## src/rtl/swir_pll_reset_ctrl.sv

```systemverilog
// SWIR PLL reset / lock supervisor.
// Pulses the PLL reset, waits for lock, requires the lock to stay up for a
// programmed time before releasing downstream logic, and re-sequences on lock
// loss or lock timeout. After MAX_RETRIES+1 failed attempts it parks in FAULT
// until restart or rst.
module swir_pll_reset_ctrl #(
    parameter int RST_PULSE_CYCLES    = 50,
    parameter int LOCK_TIMEOUT_CYCLES = 50000,
    parameter int LOCK_STABLE_CYCLES  = 1000,
    parameter int MAX_RETRIES         = 3,
    parameter int CNT_W               = 16,
    parameter int RETRY_W             = 4
) (
    input  logic               refclk,
    input  logic               rst,
    input  logic               pll_locked,
    input  logic               restart,
    output logic               pll_rst,
    output logic               sys_rst,
    output logic               ready,
    output logic               fault,
    output logic [RETRY_W-1:0] retry_count,
    output logic [7:0]         lock_loss_count
);

    typedef enum logic [2:0] {
        RESET_PLL = 3'd0,
        WAIT_LOCK = 3'd1,
        STABLE    = 3'd2,
        RUN       = 3'd3,
        FAULT     = 3'd4
    } state_t;

    localparam logic [CNT_W-1:0]   RST_LAST    = CNT_W'(RST_PULSE_CYCLES - 1);
    localparam logic [CNT_W-1:0]   TIMEOUT_LAST = CNT_W'(LOCK_TIMEOUT_CYCLES - 1);
    localparam logic [CNT_W-1:0]   STABLE_LAST = CNT_W'(LOCK_STABLE_CYCLES - 1);
    localparam logic [RETRY_W-1:0] RETRY_MAX   = RETRY_W'(MAX_RETRIES);

    state_t             state, state_nxt;
    logic [CNT_W-1:0]   cnt, cnt_nxt;
    logic [RETRY_W-1:0] retry_nxt;
    logic [7:0]         loss_nxt;
    logic               sync1, locked_s;

    // Two-flop synchroniser for the asynchronous PLL lock indication
    always_ff @(posedge refclk or posedge rst) begin
        if (rst) begin
            sync1    <= 1'b0;
            locked_s <= 1'b0;
        end else begin
            sync1    <= pll_locked;
            locked_s <= sync1;
        end
    end

    // Next-state, counter and statistics logic; restart overrides everything
    always_comb begin
        state_nxt = state;
        retry_nxt = retry_count;
        loss_nxt  = lock_loss_count;
        cnt_nxt   = cnt;
        if (restart) begin
            state_nxt = RESET_PLL;
            retry_nxt = '0;
        end else begin
            case (state)
                RESET_PLL: begin
                    if (cnt == RST_LAST) state_nxt = WAIT_LOCK;
                end
                WAIT_LOCK: begin
                    if (locked_s) begin
                        state_nxt = STABLE;
                    end else if (cnt == TIMEOUT_LAST) begin
                        if (retry_count == RETRY_MAX) begin
                            state_nxt = FAULT;
                        end else begin
                            retry_nxt = retry_count + 1'b1;
                            state_nxt = RESET_PLL;
                        end
                    end
                end
                STABLE: begin
                    // Lock loss takes precedence over stable-time completion
                    if (!locked_s)                state_nxt = WAIT_LOCK;
                    else if (cnt == STABLE_LAST)  state_nxt = RUN;
                end
                RUN: begin
                    if (!locked_s) begin
                        loss_nxt  = (lock_loss_count == 8'hFF) ? lock_loss_count
                                                               : lock_loss_count + 8'd1;
                        retry_nxt = '0;
                        state_nxt = RESET_PLL;
                    end
                end
                FAULT: state_nxt = FAULT;
                default: state_nxt = RESET_PLL;
            endcase
        end
        // cnt restarts on any state change (and on restart, even from RESET_PLL);
        // it only advances in the timed states so it can never wrap.
        if (restart || state_nxt != state)
            cnt_nxt = '0;
        else if (state == RESET_PLL || state == WAIT_LOCK || state == STABLE)
            cnt_nxt = cnt + 1'b1;
    end

    // State, counter and statistics registers
    always_ff @(posedge refclk or posedge rst) begin
        if (rst) begin
            state           <= RESET_PLL;
            cnt             <= '0;
            retry_count     <= '0;
            lock_loss_count <= '0;
        end else begin
            state           <= state_nxt;
            cnt             <= cnt_nxt;
            retry_count     <= retry_nxt;
            lock_loss_count <= loss_nxt;
        end
    end

    // Registered outputs decoded from the state being entered at this edge
    always_ff @(posedge refclk or posedge rst) begin
        if (rst) begin
            pll_rst <= 1'b1;
            sys_rst <= 1'b1;
            ready   <= 1'b0;
            fault   <= 1'b0;
        end else begin
            pll_rst <= (state_nxt == RESET_PLL) || (state_nxt == FAULT);
            sys_rst <= (state_nxt != RUN);
            ready   <= (state_nxt == RUN);
            fault   <= (state_nxt == FAULT);
        end
    end

endmodule

```

## config.mk

```make
export PLATFORM = sky130hd
export DESIGN_NAME = swir_pll_reset_ctrl
export DESIGN_NICKNAME = d
export VERILOG_FILES = /design/src/rtl/swir_pll_reset_ctrl.sv
export SDC_FILE = /design/constraint.sdc
export NUM_CORES = 1
export LEC_CHECK = 0
export CORE_MARGIN = 4
export CORE_UTILIZATION = 25
export DETAILED_ROUTE_END_ITERATION = 6
export PLACE_DENSITY = 0.37
export RECOVER_POWER = 25
export SLEW_MARGIN = 20
export SYNTH_ARGS = -nofsm -noshare
export SYNTH_HDL_FRONTEND = slang
export SYNTH_SLANG_ARGS = --single-unit
```

## constraint.sdc

```tcl
create_clock -name refclk -period 4.82 [get_ports refclk]
set_input_delay 0.964 -clock refclk [delete_from_list [all_inputs] [get_ports refclk]]
set_output_delay 0.964 -clock refclk [all_outputs]
set_load 0.005 [all_outputs]
```

==> impl_metrics.env <==
export IMPL_setup_ws_ns=2.053
export IMPL_die_x_microns=98.63
export IMPL_antenna_found_initial=0
export IMPL_synth_seq_cells=37
export IMPL_grt_pass1_vias=1481
export IMPL_mostFrequentLayoutCells="dfrtp_1, nor2_1, nand2_1"
export IMPL_synth_seq_area_share=0.4522
export IMPL_clock_sinks=37
export IMPL_core_area_sq_um=7848
export IMPL_drt_pass1_iterations=4
export IMPL_clock_power_share=0.375
export IMPL_vias_per_cell=4.572
export IMPL_portBuffers=19
export IMPL_hold_viol=0
export IMPL_path_cells="dlygate4sd3_1 -> inv_1 -> clkbuf_1"
export IMPL_clk_pin_slew_ns=0.08
export IMPL_cts_setup_buffers=0
export IMPL_path_class="in -> async"
export IMPL_r2r_setup_slack_ns=2.22
export IMPL_rsz0062_at_grt="false"
export IMPL_cts_tree="built"
export IMPL_root_buffer="clkbuf_8"
export IMPL_die_h_microns=98.63
export IMPL_wl_per_cell_microns=14.30
export IMPL_cp_start_kind="input pin"
export IMPL_synth_edf_count=0
export IMPL_clock_path_buffers=2
export IMPL_place_congestion=0.6841
export IMPL_hold_path_cell_count=0
export IMPL_yosys_warnings=0
export IMPL_pwr_share_comb=0.057
export IMPL_num_nets_final=225
export IMPL_final_util=0.3034
export IMPL_crit_path_end_kind="asynchronous set/reset pin"
export IMPL_synthFlopType="dfrtp_1"
export IMPL_fmax_mhz=361.4
export IMPL_cts_made_buffers=5
export IMPL_hp_class="reg -> reg"
export IMPL_mappedNetlistNets=205
export IMPL_r2r_end="cnt[5]"
export IMPL_clkLatencyLatePin_ns=0.29
export IMPL_fin_crit_ns=2.767
export IMPL_postRouteAntennaNets=0
export IMPL_dr_first_iter_drc_count=41
export IMPL_vias=1463
export IMPL_ff2ff_path_depth=5
export IMPL_ctsResizeCount=0
export IMPL_cp_top_family="buffers and inverters"
export IMPL_vdd_ir_drop_max_mv=0.1052
export IMPL_place_worst_setup_slack_ns=1.821
export IMPL_grt_pass1_wl_mm=7.845
export IMPL_p_leak_nw=0.9572
export IMPL_switchingPower_w=0.0001406
export IMPL_layout_commonest_cell="dfrtp_1"
export IMPL_slew_headroom=0.1517
export IMPL_drc=0
export IMPL_fin_worst_skew_ns=0.009427
export IMPL_slew_violations=0
export IMPL_final_cell_area_sq_um=2381
export IMPL_n_antenna_cell=0
export IMPL_hpwl_mm=3.266
export IMPL_die_area_sq_um=9727
export IMPL_cp_max_fo=22
export IMPL_syn_avg_cell_area_sq_um=10.42
export IMPL_synth_cell_types=56
export IMPL_cpMaxStageDelayCell="clkbuf_1"
export IMPL_netlist_instances=197
export IMPL_critical_path_required_ns=5.01
export IMPL_min_period_over_period=0.5741
export IMPL_setup_violations_final=0
export IMPL_syn2layout_area_growth_pct=15.97
export IMPL_fillers=872
export IMPL_intPower_w=0.0004301
export IMPL_fp_row_count=32
export IMPL_p_seq_frac=0.568
export IMPL_gr_total_overflow=0
export IMPL_cp_data_arrival_time_ns=2.96
export IMPL_swShare=0.2463
export IMPL_synthesis_area_sq_um=2053
export IMPL_path_buf_inv=3
export IMPL_async_reset_ff_frac=1.000
export IMPL_placed_cell_area_sq_um=2317
export IMPL_r2r_start="cnt[10]"
export IMPL_wl_mm=4.575
export IMPL_slowest_delay_ns=1.00
export IMPL_initial_core_util=0.2616
export IMPL_powerDensity_nw_per_um2=239.7
export IMPL_drive_gt1_frac=0.1147
export IMPL_worstMarginPinSlew_ns=1.273
export IMPL_hold_start="sync1"
export IMPL_drv_cap=0
export IMPL_track_usage=0.1005
export IMPL_cts_hold_buf=0
export IMPL_final_setup_tns_ns=0
export IMPL_whs_endpoint="locked_s"
export IMPL_ioPinCount=20
export IMPL_cts_max_level=2
export IMPL_grt_max_degree=23
export IMPL_outcome="finished, final reports clean"
layer usage:
layer	GRT usage	routed length (microns)
met3	0.02406	118
met4	0.03466	53
met2	0.1482	2019
met1	0.1435	2384
met5	0	0
through the flow:
step	power (W)	std cells	hold slack [ns]
after floorplan	0.0003497	197	0.3312
after global placement	0.0003649	312	0.3339
after detailed placement	0.0003648	312	0.3426
after CTS	0.0005871	320	0.3610
after global routing	0.0006021	320	0.3651
final	0.0005707	320	0.3597
worst register-to-register path, delay by kind of cell (launching register included):
family           cells  cell delay [ns]
flip-flops           1             0.44
AND/OR/NAND/NOR      5             2.03
logic make-up (layout without fill, tap and decap cells):
group / count (synthesis) / in the layout / synth area share
AOI/OAI and AO/OA: 21 / 21 / 0.08897
xor gates and xnor gates: 22 / 22 / 0.09385
adders and majority gates: 4 / 4 / 0.02438
buffers and inverters: 14 / 35 / 0.04265
DFF: 37 / 37 / 0.4522
muxes: 4 / 4 / 0.02011
and+or+nand+nor: 95 / 95 / 0.2779
cell type report:
class | count | area [sq um] | area share
sequential | 37 | 928.4 | 0.3899
clock buffer | 6 | 72.57 | 0.03048
tap | 102 | 127.6 | 0.05360
inverter | 7 | 26.28 | 0.01104
timing repair buffer | 20 | 193.9 | 0.08145
multi-input combinational | 146 | 1022 | 0.4293
clock inverter | 2 | 10.01 | 0.004204
registers in the layout, indices dropped and copies added (netlist names):
register         count
cnt                 16
lock_loss_count      8
retry_count          4
state                3
fault                1
locked_s             1
pll_rst              1
ready                1
sync1                1
sys_rst              1
synthesized netlist by cell type (2+ instances only):
cell	instances	share of area
dfstp_2	2	0.026
or3_1	2	0.0061
ha_1	4	0.024
nor3_1	13	0.032
nand3_1	8	0.020
nand4_1	8	0.024
nand2_1	17	0.031
dfrtp_1	35	0.43
nor2b_1	3	0.0091
nor2_1	18	0.033
buf_4	2	0.0073
nor4b_1	2	0.0085
a21oi_1	7	0.017
inv_1	7	0.013
mux2i_1	3	0.015
and3_1	5	0.015
clkbuf_1	2	0.0037
xor2_1	8	0.034
xnor2_1	14	0.060
worst max-delay path by stage:
stage                     slack, ns     from  cells after the start                 end
after CTS                      2.14  restart                      4  lock_loss_count[1]
after floorplan                2.70  restart                      3  lock_loss_count[1]
after global placement         1.83  restart                      4  lock_loss_count[1]
final                          2.05      rst                      3              cnt[8]
after detailed placement       1.82  restart                      4  lock_loss_count[1]
after global routing           1.65      rst                      3              cnt[3]
power groups by stage:
stage	sequential (W)	clock (W)	combinational [W]
final	0.000324	0.000214	0.0000326
after global placement	0.000330	0	0.0000350
after global routing	0.000325	0.000240	0.0000373
after detailed placement	0.000330	0	0.0000348
after CTS	0.000324	0.000228	0.0000350
after floorplan	0.000327	0	0.0000225
No activity file was read; power rests on OpenSTA's default activity.
